`src/rtl/if_fetch_if.sv`:
```
// Instruction SRAM request/response bus between the fetch stage (master) and the SRAM (slave).
interface if_fetch_if;
   logic        req;
   logic [31:0] addr;
   logic        addr_ok;
   logic        data_ok;
   logic [31:0] rdata;

   modport master (output req, addr, input addr_ok, data_ok, rdata);
   modport slave  (input req, addr, output addr_ok, data_ok, rdata);
endinterface

```
`src/rtl/if_fetch.sv`:
```
// MIPS instruction-fetch stage: owns the fetch PC, runs the SRAM handshake,
// buffers the returned word and honours the branch delay slot.
module if_fetch #(
   parameter logic [31:0] RESET_PC = 32'hBFC0_0000,
   parameter int          STALL_W  = 6
) (
   input  logic               clk,
   input  logic               rst_n,
   input  logic [STALL_W-1:0] stall,
   input  logic [32:0]        br_bus,
   if_fetch_if.master         inst_sram,
   output logic [32:0]        if_to_id_bus,
   output logic [31:0]        if_inst,
   output logic               stallreq
);
   typedef enum logic [1:0] {REQ, WAIT, DONE} state_t;

   state_t      state, state_nx;
   logic [31:0] pc_f, inst_buf, redir_addr, next_pc, req_addr;
   logic        redir_valid, advance, req_raw;
   logic        br_e;
   logic [31:0] br_addr;
   logic        unused_stall;

   assign br_e         = br_bus[32];
   assign br_addr      = br_bus[31:0];
   assign unused_stall = ^stall;
   assign advance      = (state == DONE) & ~stall[0];
   // A branch seen this cycle beats one latched while the fetch was busy.
   assign next_pc      = br_e ? br_addr : redir_valid ? redir_addr : pc_f + 32'd4;

   always_comb begin
      state_nx = state;
      req_raw  = 1'b0;
      req_addr = pc_f;
      case (state)
         REQ: begin
            req_raw = 1'b1;
            if (inst_sram.addr_ok) state_nx = WAIT;
         end
         WAIT: begin
            if (inst_sram.data_ok) state_nx = DONE;
         end
         DONE: begin
            if (advance) begin
               req_raw  = 1'b1;
               req_addr = next_pc;
               state_nx = inst_sram.addr_ok ? WAIT : REQ;
            end
         end
         default: state_nx = REQ;
      endcase
   end

   always_ff @(posedge clk or negedge rst_n) begin
      if (!rst_n) state <= REQ;
      else        state <= state_nx;
   end

   always_ff @(posedge clk or negedge rst_n) begin
      if (!rst_n) begin
         pc_f     <= RESET_PC;
         inst_buf <= 32'b0;
      end else begin
         if (advance) pc_f <= next_pc;
         if (state == WAIT && inst_sram.data_ok) inst_buf <= inst_sram.rdata;
      end
   end

   // The in-flight or held fetch is the delay slot; the redirect waits for the next advance.
   always_ff @(posedge clk or negedge rst_n) begin
      if (!rst_n) begin
         redir_valid <= 1'b0;
         redir_addr  <= 32'b0;
      end else if (advance) begin
         redir_valid <= 1'b0;
      end else if (br_e) begin
         redir_valid <= 1'b1;
         redir_addr  <= br_addr;
      end
   end

   assign inst_sram.req  = req_raw & rst_n;
   assign inst_sram.addr = req_addr;
   assign if_to_id_bus   = (state == DONE) ? {1'b1, pc_f} : 33'b0;
   assign if_inst        = (state == DONE) ? inst_buf : 32'b0;
   assign stallreq       = (state != DONE);
endmodule
```
`src/flat_wrapper.sv`:
```
// flat-port wrapper written by rule: the top's interface ports become plain ports
module if_fetch_flat 
#(
   parameter logic [31:0] RESET_PC = 32'hBFC0_0000,
   parameter int          STALL_W  = 6
)
  (clk, rst_n, stall, br_bus, if_to_id_bus, if_inst, stallreq, inst_sram_req, inst_sram_addr, inst_sram_addr_ok, inst_sram_data_ok, inst_sram_rdata);
  if_fetch_if inst_sram_i ();
  input  logic clk;
  input  logic rst_n;
  input  logic [STALL_W-1:0] stall;
  input  logic [32:0] br_bus;
  output logic [32:0] if_to_id_bus;
  output logic [31:0] if_inst;
  output logic stallreq;
  output wire logic [$bits(inst_sram_i.req)-1:0] inst_sram_req;
  output wire logic [$bits(inst_sram_i.addr)-1:0] inst_sram_addr;
  input wire logic [$bits(inst_sram_i.addr_ok)-1:0] inst_sram_addr_ok;
  input wire logic [$bits(inst_sram_i.data_ok)-1:0] inst_sram_data_ok;
  input wire logic [$bits(inst_sram_i.rdata)-1:0] inst_sram_rdata;
  assign inst_sram_req = inst_sram_i.req;
  assign inst_sram_addr = inst_sram_i.addr;
  assign inst_sram_i.addr_ok = inst_sram_addr_ok;
  assign inst_sram_i.data_ok = inst_sram_data_ok;
  assign inst_sram_i.rdata = inst_sram_rdata;
  if_fetch #(.RESET_PC(RESET_PC), .STALL_W(STALL_W)) u_core (.clk(clk), .rst_n(rst_n), .stall(stall), .br_bus(br_bus), .inst_sram(inst_sram_i), .if_to_id_bus(if_to_id_bus), .if_inst(if_inst), .stallreq(stallreq));
endmodule
```
`config.mk`:
```
export PLATFORM = sky130hd
export DESIGN_NAME = if_fetch_flat
export DESIGN_NICKNAME = d
export VERILOG_FILES = /design/src/rtl/if_fetch_if.sv /design/src/rtl/if_fetch.sv /design/src/flat_wrapper.sv
export SDC_FILE = /design/constraint.sdc
export NUM_CORES = 1
export LEC_CHECK = 0
export CAP_MARGIN = 30
export CORE_AREA = 2 2 150 93
export CTS_CLUSTER_SIZE = 20
export DETAILED_ROUTE_END_ITERATION = 10
export DIE_AREA = 0 0 152 95
export PLACE_DENSITY_LB_ADDON = 0.08
export SLEW_MARGIN = 15
export SYNTH_ARGS = -nofsm -noshare
export SYNTH_HDL_FRONTEND = slang
export SYNTH_SLANG_ARGS = --single-unit
```
`constraint.sdc`:
```
create_clock -name clk -period 1.7 [get_ports clk]
set_input_delay 0.17 -clock clk [delete_from_list [all_inputs] [get_ports clk]]
set_output_delay 0.17 -clock clk [all_outputs]
set_load 0.02 [all_outputs]
```
==> metrics.md, run 1 <==
| Metric | Value |
|---|---|
| CTS tree | `yes` |
| VDD IR-drop max | `0.000806 V` |
| Post-synth ARST share | `100%` |
| Die Wd | `152 um` |
| Syn_nets | `625` |
| Placed cell count | `959` |
| DR vias | `roughly 5.8k` |
| GRT Total Usage | `28.2%` |
| Drt drc | `0` |
| Non-Filler Instances | `1032` |
| Dominant synthesized flop cell | `dfrtp_1` |
| Area Growth Syn to Fin | `84.0%` |
| Setup ws final | `-646 ps` |
| Reg2reg end | `u_core.pc_f[30]` |
| Num CTS Buffers | `9` |
| Clk sink count | `99` |
| Worst-Margin Slew | `597 ps` |
| Most Crowded Layer GR | `met2` |
| Skew-Pair Late Insertion Delay | `about 350 ps` |
| Number of flops mapped to enable cells by yosys | `0` |
| Fmax | `roughly 0.43 GHz` |
| Final WL | `21.9 mm` |
| Flip-flop and latch count after synthesis | `99` |
| First-pass GRT wire length | `31.7 mm` |
| Relative slew slack | `60.2%` |
| Final Hold Fails | `0` |
| Post-synth cell types | `57` |
| Min-Delay Path Class | `input port to asynchronous set/reset pin` |
| Req. time, crit path | `1530 ps` |
| Syn Inst Count | `549` |
| Largest net degree at the start of global routing | `100` |
| Row count | `33` |
| Cell area after synthesis | `5510 um2` |
| Vias in the first global route | `5857` |
| PortBufs | `168` |
| Final GP Congestion | `0.845` |
| Synth area leader | `dfrtp_1` |
| Launching point of the worst reg2reg path | `u_core.pc_f[23]` |
| Hold WS | `401 ps` |
| ANT cells | `0` |
| Num ports | `174` |
| Synth area leaders | `dfrtp_1 (41%), mux2_2 (13%), and2_1 (7.4%)` |
| Pre-antenna DRT Iters | `5` |
| CTS root buf | `clkbuf_16` |
| Crit Path Class | `flip-flop to primary output` |
| Avg Inst Size Synth | `around 10 um2` |
| CP arrival | `2180 ps` |
| Tcrit/Tclk final | `138%` |
| CP endpoint kind | `primary output` |
| YS warnings | `0` |
| Met2 usage | `46.1%` |
| R2R Setup Slk | `-190 ps` |
| Max-slew violation total from the final report | `0` |
| Antenna violations before repair | `0` |
| Min Tclk post-route | `2350 ps` |
| H-tree levels | `3` |
| Most frequent cell after synthesis | `dfrtp_1` |
| DR WL/cell | `approximately 21 um` |
| Fin Setup TNS | `-22550 ps` |
| Final Core Density | `76.5%` |
| # setup viols final | `119` |
| CORE AREA | `13300 um2` |
| M1 GR Usage | `39.1%` |
| Max cap viols | `0` |
| RSZ-0062 raised after global routing | `yes` |
| Met3 usage | `5.69%` |
| Fill cells | `887` |
| Part of the Yosys area used for sequential elements | `45.1%` |
| Clk_skew | `7.21 ps` |
| DP HPWL | `12.9 mm` |
| Synth cell count leaders | `dfrtp_1 (90), and2_1 (65), mux2_2 (64), o21ai_0 (49), nand2_1 (32)` |
| Initial Utilization | `41.6%` |
| Leakage | `between 4 and 5 nW` |
| Clk buf depth | `2` |
| Top cell type's share of synthesized area | `40.9%` |
| FF-to-FF path depth | `9` |
| Layout cells sized above 1 | `around three fifths` |
| Failing checks | `setup timing` |
| Nets | `928` |
| Status | `finished, violations left` |
| Power, Total | `about 16 mW` |
| Clk slew on worst S/H paths | `about 70 ps` |
| Vias/cell | `5.61` |
| PwrDens | `1560 nW/um2` |
| CP max FO | `5` |
| Startpoint types | `flip-flop` |
| Total grt overflow | `0` |
| ANT nets after route | `0` |
| Die span in y | `95 um` |
| DRT iter0 DRCs | `344` |
| Die area | `~14000 um2` |
[sequential cells by signal (all words and copies together), names as in the netlist]
| signal | flops |
|---|---|
| u_core.state | 2 |
| u_core.inst_buf | 32 |
| u_core.redir_addr | 32 |
| u_core.pc_f | 32 |
| u_core.redir_valid | 1 |
[layout make-up]
type | instances | area, um2 | share of cell area, %
tap | 175 | 219 | 2.16
inverter | 9 | 41.3 | 0.407
multi-input combinational | 400 | 3690 | 36.4
clock inverter | 7 | 124 | 1.22
clock buffer | 9 | 225 | 2.22
timing repair buffer | 333 | 3350 | 33.0
sequential | 99 | 2490 | 24.5
[logic make-up after synthesis]
logic type      synth area share, %
fa+ha+maj                     0.227
flops                          45.1
compound gates                 18.6
simple gates                   18.4
buf+inv                        4.02
mux                            13.6
[critical path, stage by stage, from the launching register on]
cell	delay (ps)
dfrtp_1	430
buf_6	120
and3_4	200
and3_4	250
buf_4	140
a41o_1	190
nand2_2	80
a22o_4	250
buf_4	150
[report_power, final]
part / total [mW] / switching, mW / internal, mW
combinational: 9.34 / 4.48 / 4.85
clock: 2.45 / 0.990 / 1.46
sequential: 4.08 / 0.721 / 3.36
total: 15.9 / 6.20 / 9.67
[through the flow]
| stage | instance area (um2) | worst slack, ps |
|---|---|---|
| 5_1_grt | 10100 | -754 |
| 2_1_floorplan | 5760 | -83.1 |
| 6_report | 10100 | -646 |
| 3_5_place_dp | 8350 | -816 |
| 3_3_place_gp | 8350 | -757 |
| 4_1_cts | 9380 | -621 |
[worst max-delay path by stage]
| stage | slack [ps] | endpoint | start | cells past startpoint |
|---|---|---|---|---|
| 2_1_floorplan | -80 | inst_sram_addr[18] | u_core.pc_f[2] | 6 |
| 3_3_place_gp | -760 | inst_sram_addr[29] | br_bus[32] | 7 |
| 3_5_place_dp | -820 | inst_sram_addr[30] | br_bus[32] | 7 |
| 4_1_cts | -620 | inst_sram_addr[20] | u_core.pc_f[2] | 8 |
| 5_1_grt | -750 | inst_sram_addr[30] | u_core.pc_f[25] | 8 |
| 6_report | -650 | inst_sram_addr[25] | u_core.pc_f[3] | 8 |
[layer usage]
metal	share of wire (%)	vias to the layer above
li1	-	2621
met1	46	2916
met5	0	-
met4	1.0	0
met3	5.6	20
met2	48	228
[placed cells by master (no fill, tap or decap), drive strengths merged, types with 4 or more instances in the layout]
master / instances
inv: 11
and3: 7
o21ai: 56
o31a: 6
nand3: 17
buf: 261
mux2: 64
a22o: 17
o311ai: 4
nand2: 32
a31oi: 7
dfstp: 9
and2: 67
clkbuf: 12
nor3: 11
dfrtp: 90
nor2: 26
o2bb2ai: 4
a21oi: 15
a22oi: 15
clkdlybuf4s50: 68
o22ai: 7
nand4: 6
o211ai: 4
[repair_timing]
action,in CTS,in global routing
hold buffers,1,0
setup buffers,39,28
resized for setup,617,169
gates cloned,5,3
setup endpoints to repair,142,137
endpoints found under the hold margin,90,0
pin swaps,50,66
No activity file was read; power rests on OpenSTA's default activity.
==> run 2: changes to the inputs <==
--- a/config.mk
+++ b/config.mk
@@ -11,6 +11,7 @@
 export DETAILED_ROUTE_END_ITERATION = 10
 export DIE_AREA = 0 0 152 95
 export PLACE_DENSITY_LB_ADDON = 0.08
+export REMOVE_ABC_BUFFERS = 1
 export SLEW_MARGIN = 15
 export SYNTH_ARGS = -nofsm -noshare
 export SYNTH_HDL_FRONTEND = slang
==> run 2 against run 1 <==
Effect of this change: the flow still finishes with violations (setup timing); via count rose by 3.5%; sequential power about the same; register-to-register slack worse by 380 ps; core utilization up 1.3 points; flip-flop and latch count unchanged; cell count is 1.4% higher; worst setup slack lost 43 ps; wire length up 3.6%; critical endpoint is now inst_sram_addr[22]; highest routed layer unchanged.
==> metrics.md, run 2 (synthesis gave the netlist of run 1 again) <==
| Metric | Value |
|---|---|
| Status | `finished, violations left` |
| Failing checks | `setup timing` |
| Final GP Congestion | `around 0.86` |
| Min-delay src | `inst_sram_addr_ok` |
| Hold Path End | `u_core.state[0]` |
| Clk sink count | `between 90 and 100` |
| Largest net degree at the start of global routing | `100` |
| Die span in y | `95 um` |
| Leakage | `approximately 4.7 nW` |
| DR vias | `5986` |
| Final Hold Fails | `0` |
| Launching point of the worst reg2reg path | `u_core.pc_f[3]` |
| Fmax | `0.419 GHz` |
| Hold Path Cell Cnt | `2` |
| DRT iter0 DRCs | `a little over 500` |
| CORE AREA | `13300 um2` |
| R2R Setup Slk | `-570 ps` |
| Min Tclk post-route | `2390 ps` |
| H-tree levels | `3` |
| Setup ws final | `-689 ps` |
| Worst-Margin Slew | `552 ps` |
| Max cap viols | `0` |
| PwrDens | `1520 nW/um2` |
| CP endpoint kind | `primary output` |
| ANT cells | `0` |
| Die Wd | `152 um` |
| Total grt overflow | `0` |
| Clk slew on worst S/H paths | `70 ps` |
| Area of the multi-input gates | `3640 um2` |
| Num CTS Buffers | `9` |
| Clk_skew | `11.1 ps` |
| Startpoint types | `flip-flop` |
| Req. time, crit path | `1530 ps` |
| CP max FO | `4` |
| Skew-Pair Late Insertion Delay | `roughly 360 ps` |
| Num ports | `~170` |
| Clk buf depth | `2` |
| Vias in the first global route | `about 5.8k` |
| First-pass GRT wire length | `roughly 31 mm` |
| # setup viols final | `130` |
| Min-Delay Path Class | `input port to flip-flop` |
| Commonest non-fill, non-tap cells in the layout | `buf_6 (122), buf_4 (118), dfrtp_1 (87)` |
| Layout cells sized above 1 | `61.4%` |
| Commonest non-fill, non-tap cell in the layout | `buf_6` |
| Drt drc | `0` |
| Nets | `942` |
| FF+latch area | `2490 um2` |
| Row count | `33` |
| Placed cell count | `948` |
| Area Growth Syn to Fin | `87.0%` |
| ANT nets after route | `0` |
| CP arrival | `between 2000 and 2500 ps` |
| FF-to-FF path depth | `14` |
| Reg2reg end | `u_core.pc_f[13]` |
| Initial Utilization | `41.6%` |
| Die area | `14400 um2` |
| Antenna violations before repair | `0` |
| Final WL | `22.7 mm` |
| Biggest regs | `u_core.inst_buf: 32 flops, u_core.pc_f: 32 flops, u_core.redir_addr: 32 flops` |
| PortBufs | `168` |
| Relative slew slack | `63.2%` |
| VDD IR-drop max | `approximately 0.00079 V` |
| RSZ-0062 raised after global routing | `yes` |
| Fill cells | `809` |
| Crit Path Class | `flip-flop to primary output` |
| Tcrit/Tclk final | `141%` |
| DR WL/cell | `21.7 um` |
| Max-slew violation total from the final report | `0` |
| DP HPWL | `12.1 mm` |
| Power, Total | `15.7 mW` |
| CTS root buf | `clkbuf_16` |
| Pre-antenna DRT Iters | `5` |
| Vias/cell | `5.72` |
| GRT Total Usage | `28.0%` |
| Non-Filler Instances | `1046` |
| CTS tree | `yes` |
==> run 2: changes by cell type in the layout (fill, tap and decap cells not counted), sizes merged <==
cell | before | now
buf | 261 | 271
bufbuf | 0 | 1
bufinv | 3 | 1
clkbuf | 12 | 17
clkdlybuf4s15 | 0 | 1
clkdlybuf4s50 | 68 | 67
clkinv | 2 | 3
inv | 11 | 10
==> run 2: critical path, stage by stage (launching register included) <==
cell	delay [ps]
dfrtp_1	410
ha_2	240
nand3_4	110
nor3_2	170
buf_4	200
nand2_8	70
o41ai_4	350
a22o_1	200
buf_6	120
==> run 2: layout make-up <==
cell class / count / area share (%)
clock buffers: 11 / 2.35
clock inverters: 5 / 0.595
flip-flops and latches: 99 / 24.2
repair buffers: 347 / 35.0
inverters: 9 / 0.400
well taps: 175 / 2.12
multi-input cells: 400 / 35.4
==> run 2: worst max path at each step <==
stage	startpoint	end	depth (start not counted)
floorplan	u_core.state[0]	u_core.redir_addr[0]	5
global placement	u_core.pc_f[2]	inst_sram_addr[18]	8
detailed placement	u_core.pc_f[2]	inst_sram_addr[18]	8
CTS	u_core.pc_f[7]	u_core.pc_f[13]	14
global route	u_core.pc_f[3]	inst_sram_addr[29]	9
finish	u_core.pc_f[2]	inst_sram_addr[22]	8
==> run 2: repair_timing <==
item / in CTS / in global routing
setup endpoints to repair: 149 / 143
hold buffers: 1 / 0
resized for setup: 681 / 225
setup buffers: 40 / 34
cloned: 8 / 7
endpoints found under the hold margin: 90 / 0
pin swaps: 51 / 80
==> run 2: routing by layer <==
metal  vias up  wire length [um]  part of all wire (%)  global-route usage (%)
met5         -                 0                     0                       0
met4         0               438                   1.9                    6.39
met3        42              1690                   7.4                    5.37
met2       301             10600                    47                    44.9
met1      2988              9910                    44                    39.6
li1       2655                 -                     -                       -
==> run 2: per-stage QoR <==
step	hold slack [ps]	setup slack (ps)	utilization, %	TNS (ps)	area [um2]
floorplan	-126	-1830	-	-125890	5330
global placement	294	-774	60.6	-59470	8030
detailed placement	293	-794	60.6	-62830	8030
CTS	372	-621	69.4	-25620	9200
global route	414	-741	77.8	-40090	10300
finish	417	-689	77.8	-34940	10300
==> run 2: power breakdown <==
group / switching (mW) / internal [mW] / total [mW] / leakage [nW]
Combinational: 4.44 / 4.99 / 9.43 / 3.37
Sequential: 0.739 / 3.36 / 4.10 / 1.16
Clock: 0.966 / 1.19 / 2.16 / 0.150
Total: 6.15 / 9.54 / 15.7 / 4.68
